[config.mk]
export PLATFORM = sky130hd
export DESIGN_NAME = sub_arb
export DESIGN_NICKNAME = d
export VERILOG_FILES = /design/src/rtl/sub_arb.sv
export SDC_FILE = /design/constraint.sdc
export NUM_CORES = 1
export LEC_CHECK = 0
export ABC_AREA = 1
export CORE_ASPECT_RATIO = 0.7
export CORE_MARGIN = 4
export CORE_UTILIZATION = 46
export DETAILED_ROUTE_END_ITERATION = 6
export PLACE_DENSITY = 0.86
export REMOVE_ABC_BUFFERS = 1
export SYNTH_ARGS = -nofsm -noshare
export SYNTH_HDL_FRONTEND = slang
export SYNTH_SLANG_ARGS = --single-unit
export TNS_END_PERCENT = 1
[constraint.sdc]
create_clock -name clk -period 4.45 [get_ports clk]
set_input_delay 0.6675 -clock clk [delete_from_list [all_inputs] [get_ports clk]]
set_output_delay 0.6675 -clock clk [all_outputs]
set_load 0.01 [all_outputs]
[src/rtl/sub_arb.sv]
// Round-robin arbiter sharing one 4-bit ripple-borrow subtractor among NREQ requesters.
// Optional build macro SUB_ARB_SAT_EN: saturate the difference on signed overflow.
module sub_arb #(
    parameter int unsigned NREQ = 4,
    parameter int unsigned IDW  = 2
) (
    input  logic                clk,
    input  logic                rst,
    input  logic [NREQ-1:0]     req_valid,
    input  logic [4*NREQ-1:0]   req_a,
    input  logic [4*NREQ-1:0]   req_b,
    output logic [NREQ-1:0]     req_ready,
    output logic                out_valid,
    input  logic                out_ready,
    output logic [3:0]          out_diff,
    output logic                out_overflow,
    output logic [IDW-1:0]      out_id
);

    typedef enum logic {StEmpty, StFull} state_t;

    state_t         state_q, state_d;
    logic [IDW-1:0] ptr_q, ptr_d;
    logic [3:0]     diff_q, diff_d;
    logic           ovf_q, ovf_d;
    logic [IDW-1:0] id_q, id_d;

    logic           can_accept;
    logic           any_grant;
    logic [IDW-1:0] grant;
    logic [3:0]     op_a, op_b;
    logic [3:0]     sub_d, res;
    logic           sub_ovf;

    assign can_accept = (state_q == StEmpty) || out_ready;

    // First valid requester scanning upward from ptr, wrapping at NREQ-1.
    always_comb begin
        int unsigned idx;
        any_grant = 1'b0;
        grant     = '0;
        idx       = 0;
        for (int unsigned k = 0; k < NREQ; k++) begin
            idx = 32'(ptr_q) + k;
            if (idx >= NREQ) idx = idx - NREQ;
            if (!any_grant && req_valid[idx]) begin
                any_grant = 1'b1;
                grant     = IDW'(idx);
            end
        end
    end

    always_comb begin
        req_ready = '0;
        if (!rst && can_accept && any_grant) req_ready[grant] = 1'b1;
    end

    assign op_a = req_a[4*grant +: 4];
    assign op_b = req_b[4*grant +: 4];

    always_comb begin
        logic br;
        br    = 1'b0;
        sub_d = '0;
        for (int i = 0; i < 4; i++) begin
            sub_d[i] = op_a[i] ^ op_b[i] ^ br;
            br       = (~op_a[i] & op_b[i]) | ((~op_a[i] | op_b[i]) & br);
        end
        sub_ovf = (op_a[3] ^ op_b[3]) & (sub_d[3] ^ op_a[3]);
    end

`ifdef SUB_ARB_SAT_EN
    assign res = sub_ovf ? (op_a[3] ? 4'b1000 : 4'b0111) : sub_d;
`else
    assign res = sub_d;
`endif

    always_comb begin
        state_d = state_q;
        ptr_d   = ptr_q;
        diff_d  = diff_q;
        ovf_d   = ovf_q;
        id_d    = id_q;
        if (can_accept) begin
            if (any_grant) begin
                state_d = StFull;
                diff_d  = res;
                ovf_d   = sub_ovf;
                id_d    = grant;
                ptr_d   = (32'(grant) == NREQ - 1) ? '0 : grant + 1'b1;
            end else begin
                state_d = StEmpty;
            end
        end
    end

    always_ff @(posedge clk) begin
        if (rst) begin
            state_q <= StEmpty;
            ptr_q   <= '0;
            diff_q  <= '0;
            ovf_q   <= 1'b0;
            id_q    <= '0;
        end else begin
            state_q <= state_d;
            ptr_q   <= ptr_d;
            diff_q  <= diff_d;
            ovf_q   <= ovf_d;
            id_q    <= id_d;
        end
    end

    assign out_valid    = (state_q == StFull);
    assign out_diff     = diff_q;
    assign out_overflow = ovf_q;
    assign out_id       = id_q;

endmodule

==> reports/results.txt, run 1 <==
Post-CTS Setup Repair Bufs: 0
CP Class: in -> out
WP data arrival: 3190 ps
# diodes: 0
Detailed Routing Iterations Pass 1: 4
vias in the first global route: 1,268
Worst-Skew Late Latency: 240 ps
Vias per Instance: 5.02
TritonCTS clock tree: yes
Setup-failing EPs final: 0
syn avg cell area: 5.93 um2
fin crit period: 3860 ps
busiest metal layer after global routing: met1
setup tns final: 0 ps
Startpoint Class: input pin
H-tree levels: 1
setup ws final: 591 ps
flop2flop setup slack: 880 ps
total CTS buffers: 3
GR Util met2: 32.0%
clock-pin slew on the worst setup and hold paths: 50 ps
worst-case reg-to-reg path depth: 20
die span in x: 68.8 um
largest net degree at the start of global routing: 23
P per Cell Area: 986 nW/um2
routed len/inst: 12.3 um
Worst Min Path Start: out_diff[1]
Layout area overhead: 46.1%
root buf cell: clkbuf_8
most used cell, CP: nand2_1
row count: 15
WHS Path Cells: 2
clock tree buffer depth: 2
Slew HR: 66.6%
routability cong.: 0.846
io pins: 51
layout cells sized above 1: 8.84%
DR vias: 1,422
Fin Hold WS: 494 ps
post-route clock period utilization: 86.7%
antenna violations before repair: 0
CTS Sinks: 10
pin slew with the least headroom to its limit: 501 ps
cell area after synthesis: 1190 um2
CP max stage delay: 550 ps
Total GRT Usage: 21.6%
Routed Antenna Nets: 0
Synth Register Bits: 10
CP max FO: 22
count of cell types in the netlist: 26
Pint: 748 uW
Hold-fix buffers, CTS: 0
PortBufs: 50
met1 Use GR: 32.5%
sequential share of power: 10.2%
reg-to-reg endpoint: out_overflow
Switching Power: 969 uW
Yosys Warn Count: 0
Hold Fails Final Rpt: 0
worst hold endpoint: out_diff[1]
Critical Path RT: 3780 ps
P_leak: 0.849 nW
crit path cell chain: clkdlybuf4s50_1 > inv_1 > nand2_1 > nand2_1 > nand2_1 > nand2_1 > nand2_1 > nand2_1 > nand2_4 > nand3_4 > inv_2 > ha_1 > inv_1 > nor2_1 > clkdlybuf4s50_1
Clk pwr share: 6.9%
fmax: 259 MHz
grt met3 use: 4.70%
r2r startpoint: ptr_q[0]
synthesized instance count: 201
Initial Util: 48.4%
Critical-path top delay cell: clkdlybuf4s50_1
RSZ-0062 raised after global routing: false
most frequent cells in the layout: nand2_1 (71), clkdlybuf4s50_1 (50), inv_1 (24)
Net Sw Frac: 56.4%
status: finished clean
Initial DRC Count: 132
grt ovf: 0
drt total wl: 3470 um
maximum vdd drop: 0.000474 V
most common cell after layout, fill and taps aside: nand2_1
CTS resizes: 0
Hold Path Class: reg -> reg
Bufs and invs on worst path: 5
Detailed Place HPWL: 2660 um
Fillers: 226
maxcap violations: 0
core box area: 2460 um2
first-pass GRT wire length: 5720 um
dpl ws: 497 ps
die area: 3480 um2
Die Y: 50.6 um
sequential area share after synthesis: 16.8%
fin area: 1740 um2
Final Max Slew Viols: 0
Post-route DRC: 0
kind of cell adding the most delay to the critical path: buffers and inverters
crit end category: primary output
Layout Nets: 296
Fin Clk Skew: 3.01 ps
combinational group share of total power: 82.8%
Placed Area: 1690 um2
total power: 1.72 mW
## tightest hold or removal path, cell delays in order (launching register included)
cell	delay [ps]
dfxtp_1	310
nor2_1	90
nor2_1	50
## worst max path at each step
stage	start	endpoint	slack (ps)	cells after the start
final	req_valid[3]	req_ready[3]	590	15
after global routing	req_valid[3]	out_diff[3]	380	22
after CTS	req_valid[3]	req_ready[3]	640	15
after detailed placement	req_valid[3]	out_overflow	500	21
after global placement	req_valid[3]	out_overflow	560	21
after floorplan	req_valid[3]	out_overflow	1280	18
## cell usage after synthesis
cell type | n | area share, %
nand4_1 | 7 | 3.7
nand3_4 | 2 | 2.9
a32oi_1 | 2 | 1.5
nand2_2 | 6 | 3.2
inv_2 | 5 | 1.6
buf_2 | 3 | 1.3
buf_4 | 1 | 0.63
nand2_4 | 1 | 0.95
nand3_2 | 1 | 0.84
nor2_1 | 15 | 4.7
inv_1 | 24 | 7.6
buf_8 | 1 | 1.3
dfxtp_1 | 10 | 17
buf_6 | 1 | 0.95
nor2_2 | 1 | 0.53
fa_1 | 2 | 3.4
nand3_1 | 17 | 7.1
o22ai_1 | 1 | 0.53
inv_8 | 1 | 0.95
a21oi_1 | 9 | 3.8
ha_1 | 5 | 5.3
nand2_1 | 71 | 22
a32o_1 | 3 | 2.5
nor2_4 | 1 | 0.95
o21ai_0 | 10 | 4.2
o21a_1 | 1 | 0.63
## stage by stage
step | instances | utilization [%]
after floorplan | 195 | -
after global placement | 279 | 68.5
after detailed placement | 279 | 68.5
after CTS | 283 | 70.8
after global routing | 283 | 70.8
final | 283 | 70.8
## power groups by stage
| stage | Sequential (mW) | Combinational (mW) | Clock (mW) |
|---|---|---|---|
| after global routing | 0.182 | 1.64 | 0.124 |
| after floorplan | 0.183 | 1.03 | 0 |
| after detailed placement | 0.175 | 1.39 | 0 |
| after global placement | 0.174 | 1.35 | 0 |
| final | 0.176 | 1.42 | 0.119 |
| after CTS | 0.174 | 1.41 | 0.121 |
## sequential cells by signal, indices dropped and copies added (netlist names)
name / flops
out_diff: 4
out_valid: 1
out_overflow: 1
out_id: 2
ptr_q: 2
## cells by family (layout without fill, tap and decap cells)
kind of cell | Yosys count | in the layout | synth area share, %
adder cells (fa/ha/maj) | 7 | 7 | 8.61
buffers and inverters | 36 | 84 | 14.2
AND/OR/NAND/NOR | 122 | 122 | 47.3
AO/OA/AOI/OAI | 26 | 26 | 13.1
flip-flops | 10 | 10 | 16.8
## final cells by class
type,instances,area (um2),area share (%)
timing repair buffer,50,500,28.8
tap,34,42.5,2.44
inverter,30,120,6.90
sequential,10,200,11.5
multi-input combinational,155,822,47.2
clock buffer,4,55.1,3.16
## layer usage
layer,vias up,share of wire [%]
met1,611,49
met3,4,8.1
li1,744,-
met4,0,0.60
met5,-,0
met2,63,42
Power figures use the tool's default switching activity.
==> inputs of run 2 (changes only) <==
- CORE_UTILIZATION: 46 -> 47
- CTS_BUF_LIST: not set -> sky130_fd_sc_hd__clkbuf_2 sky130_fd_sc_hd__clkbuf_4 sky130_fd_sc_hd__clkbuf_8
- PLACE_DENSITY: 0.86 -> 0.88
- clock period: 4.45 -> 4.55 ns (I/O delays scaled with it)
==> reports/results.txt, run 2 (synthesis gave the netlist of run 1 again) <==
Net Sw Frac: 56.6%
# diodes: 0
CTS Sinks: 10
root buf cell: clkbuf_4
Layout Nets: 296
CP max stage delay: 540 ps
fin crit period: 3830 ps
Pint: 712 uW
DR vias: 1,442
most common cell after layout, fill and taps aside: nand2_1
grt ovf: 0
Setup-failing EPs final: 0
placed cells: 277
Reg area: 200 um2
clock tree buffer depth: 2
Critical Path RT: 3870 ps
pin slew with the least headroom to its limit: 502 ps
maxcap violations: 0
Worst-Skew Late Latency: 270 ps
final cell count without fillers: 281
TritonCTS clock tree: yes
Final Max Slew Viols: 0
CTS resizes: 0
Detailed Routing Iterations Pass 1: 4
sequential share of power: 10.4%
routed len/inst: 11.8 um
post-route clock period utilization: 84.1%
Switching Power: 929 uW
most frequent cells in the layout: nand2_1 (71), clkdlybuf4s50_1 (50), inv_1 (24)
clock-pin slew on the worst setup and hold paths: 70 ps
fin area: 1720 um2
Fillers: 186
CP max FO: 22
combinational group share of total power: 84.5%
Critical-path top delay cell: clkdlybuf4s50_1
Total GRT Usage: 20.9%
die area: 3420 um2
total CTS buffers: 3
most used cell, CP: nand2_1
Vias per Instance: 5.13
status: finished clean
io pins: 51
layout cells sized above 1: 8.84%
Routed Antenna Nets: 0
Detailed Place HPWL: 2600 um
Post-route DRC: 0
PortBufs: 50
CP Class: in -> out
P per Cell Area: 955 nW/um2
Hold Fails Final Rpt: 0
setup tns final: 0 ps
die span in x: 68.2 um
drt total wl: 3320 um
Initial DRC Count: 83
Startpoint Class: input pin
crit path cell chain: clkdlybuf4s50_1 > inv_1 > nand2_1 > nand3_1 > nand2_1 > nand2_1 > nand2_1 > nand2_4 > nand3_4 > inv_2 > ha_1 > inv_1 > nor2_1 > clkdlybuf4s50_1
vias in the first global route: 1,271
Slew HR: 66.5%
Fin Clk Skew: 4.26 ps
P_leak: 0.841 nW
row count: 14
Layout area overhead: 44.3%
largest net degree at the start of global routing: 23
Post-CTS Setup Repair Bufs: 0
Die Y: 50.1 um
routability cong.: 0.935
antenna violations before repair: 0
H-tree levels: 1
core box area: 2280 um2
RSZ-0062 raised after global routing: false
Hold-fix buffers, CTS: 0
Clk pwr share: 5.0%
maximum vdd drop: 0.000448 V
Placed Area: 1680 um2
fmax: 261 MHz
first-pass GRT wire length: 5600 um
Largest register FFs: 4
WP data arrival: 3140 ps
Multi-input gate area: 822 um2
crit end category: primary output
Hold Path Class: reg -> reg
fin util: 75.5%
Initial Util: 52.3%
-- run 2: changes by cell type in the layout (fill, tap and decap cells not counted) --
cell / change
clkbuf_4: +3
clkbuf_8: -3
-- run 2: path summary, 6_finish.rpt --
kind / startpoint / endpoint / slack, ps / cells after the start
worst max-delay path: req_valid[3] / req_ready[3] / 720 / 14
worst max register to register: ptr_q[0] / out_overflow / 950 / 18
worst min register to register: out_overflow / out_overflow / 490 / 2
worst min-delay path: out_overflow / out_overflow / 490 / 2
-- run 2: power groups by stage --
| stage | clock network [mW] | registers [mW] | logic [mW] |
|---|---|---|---|
| 2_1_floorplan | 0 | 0.179 | 1.00 |
| 3_3_place_gp | 0 | 0.171 | 1.33 |
| 3_5_place_dp | 0 | 0.172 | 1.36 |
| 4_1_cts | 0.0835 | 0.170 | 1.38 |
| 5_1_grt | 0.0889 | 0.177 | 1.60 |
| 6_report | 0.0827 | 0.171 | 1.39 |
-- run 2: cell type report --
cell class / count / share of cell area [%]
multi-input cells: 155 / 47.8
inverters: 30 / 6.99
repair buffers: 50 / 29.1
clock buffers: 4 / 2.11
well taps: 32 / 2.33
flip-flops and latches: 10 / 11.6
-- run 2: per-layer routing --
metal | wire length, um | global-route usage, %
met5 | 0 | 0
met4 | 26 | 3.63
met2 | 1380 | 29.1
met1 | 1640 | 32.3
met3 | 269 | 5.00
-- run 2: worst max-delay path: cells and delay by family --
family	cells	cell delay [ps]
adder cells (fa/ha/maj)	1	180
buffers and inverters	5	1340
AND/OR/NAND/NOR	8	910
-- run 2: metrics by stage --
stage	worst slack [ps]	hold WS [ps]	total power, mW
after CTS	731	488	1.63
final	723	485	1.64
after floorplan	1360	484	1.18
after global routing	435	524	1.87
after detailed placement	562	472	1.53
after global placement	616	465	1.50
==> patch, RTL diff (settings of run 2) <==
Put one more register stage on the output `out_overflow`, cleared by the reset. The value now appears one clock later. The other outputs are not delayed to match.
--- a/src/rtl/sub_arb.sv
+++ b/src/rtl/sub_arb.sv
@@ -112,7 +112,13 @@
 
     assign out_valid    = (state_q == StFull);
     assign out_diff     = diff_q;
-    assign out_overflow = ovf_q;
+    always_ff @(posedge clk) begin
+        if (rst) begin
+            out_overflow <= '0;
+        end else begin
+            out_overflow <= ovf_q;
+        end
+    end
     assign out_id       = id_q;
 
 endmodule
Function: changed (Yosys sat finds a counterexample within 4 cycles, from zero or initial values and one cycle with rst high).
==> patch against run 2 <==
- worst hold slack worse by 0.045 ns
- synthesized area increased by 2.9%
- combinational power fell by 14%
- final area rose by 2.9%
- wire length down 2.0%
- total power fell by 12%
- critical path depth rose by 1
- sequential cell count grew 1
- worst setup slack better by 0.017 ns
- critical path type unchanged
- critical endpoint unchanged
- largest power group unchanged
- highest routed layer unchanged
==> patch: results (changes against run 2) <==
initial antenna violation count 0 (unchanged); Clock transition at path regs 0.05 ns (-0.02 ns); GR Util met1 26.0% (-6.3 points); HP Class flip-flop to flip-flop; first-pass GRT wire length 5090 um (-9.0%); Final Hold Fails 0 (unchanged); via count 1389 (-3.7%); Clock Latency Late Sink 0.24 ns (-0.03 ns); I/O Buffers 50 (unchanged); CTS Root Cell clkbuf_8; largest net degree at the start of global routing 24 (+4.3%); cell leakage power 0.863 nW (+2.5%); crit path DAT 3.13 ns (about the same); Area after DPL 1720 um^2 (+2.4%); max cap viols 0 (unchanged); critical path fanouts, max 23 (+4.5%); Nets 298 (+0.68%); vias in the first global route 1151 (-9.4%); Wirelength per Cell 11.4 um (-3.4%); setup bufs post-CTS 0 (unchanged); Synthesis Warnings 0 (unchanged); Layout fillers 228 (+23%); Crit. Startpoint req_valid[2]; Detailed Place HPWL 2680 um (+3.1%); Async S/R FF share, synth 0% (unchanged); Routability Congestion 0.775 (-17%); RR Startpoint ptr_q[0]; relative slew slack 64.2% (-2.3 points); Most used DFF post-synth dfxtp_1; Synth top cells by count 65 x nand2_1, 26 x inv_1, 16 x nand3_1, 16 x nor2_1, 11 x dfxtp_1; H-tree levels 1 (unchanged); top cells by area, synth nand2_1 20%, dfxtp_1 18%, inv_1 8.0%, nand3_1 6.5%, ha_1 5.1%; Setup Skew 0.00205 ns (-0.00221 ns); First-pass DRT Iterations 5 (+1); crit end category primary output; GR Util All Layers 17.8% (-3.1 points); met3 Use GR 0.800% (-4.2 points); peak supply drop 0.391 mV (-13%); hold_sp ovf_q; Seq/Total Area, Yosys 18.0% (+1.2 points); status completed; layout cells sized above 1 9.96% (+1.1 points); met2 usage in global routing 27.4% (-1.7 points); number of flip-flops under the largest register name 4 (unchanged); total CTS buffers 3 (unchanged); n_diodes 0 (unchanged); initial DRC count 54 (-35%); distinct cell type count after synthesis 27 (+3.8%); Max Root-Sink Buffers 2 (unchanged)
-- patch: changes by cell type after synthesis, moves of 2 or more --
cell	before	now
nand2_1	71	65
buf_2	3	1
inv_1	24	26
nand2_2	6	8
o21ai_1	0	2
-- patch: cell families after synthesis --
group,Yosys count,synth area share (%)
and+or+nand+nor,119,45.9
buffers and inverters,37,14.2
AOI/OAI and AO/OA,28,13.6
adders and majority gates,7,8.37
DFF,11,18.0
-- patch: worst max-delay path: stages --
cell	delay [ns]
clkdlybuf4s50_1	0.47
inv_1	0.06
nand2_1	0.05
nand2_1	0.08
nand2_1	0.07
nand2_1	0.05
nand2_1	0.08
nand2_1	0.09
nand2_4	0.11
nand3_4	0.23
inv_2	0.27
ha_1	0.18
inv_1	0.04
nor2_1	0.09
clkdlybuf4s50_1	0.55
-- patch: cell type report --
cell class                 count  area, um^2  share of cell area, %
multi-input combinational    154         832                   47.0
timing repair buffer          50         500                   28.3
sequential                    11         220                   12.4
inverter                      32         128                   7.21
tap                           34        42.5                   2.40
clock buffer                   3        41.3                   2.33
clock inverter                 1        5.00                  0.283
-- patch: path summary, 6_finish.rpt --
kind / slack, ns / depth (start not counted) / to
worst max-delay path: 0.74 / 15 / req_ready[3]
worst min-delay path: 0.44 / 2 / out_overflow
worst max register to register: 1.00 / 17 / ovf_q
worst min register to register: 0.44 / 2 / out_overflow
-- patch: metrics by stage --
| step | hold WS (ns) | power, mW | util, % | cells | worst slack (ns) |
|---|---|---|---|---|---|
| after global routing | 0.467 | 1.63 | 71.4 | 285 | 0.474 |
| after global placement | 0.421 | 1.33 | 69.5 | 281 | 0.650 |
| after detailed placement | 0.438 | 1.34 | 69.5 | 281 | 0.588 |
| after floorplan | 0.410 | 1.04 | - | 197 | 1.32 |
| final | 0.441 | 1.45 | 71.4 | 285 | 0.739 |
| after CTS | 0.445 | 1.44 | 71.4 | 285 | 0.748 |
-- patch: metal layers --
layer  routed length (um)  up-vias
met5                    0        -
met1                 1640      604
met3                  139        4
met4                   46        0
met2                 1430       34
li1                     -      747
-- patch: where the power goes --
| group | internal, mW | switching [mW] |
|---|---|---|
| sequential | 0.136 | 0.0334 |
| combinational | 0.456 | 0.730 |
| clock | 0.0601 | 0.0364 |
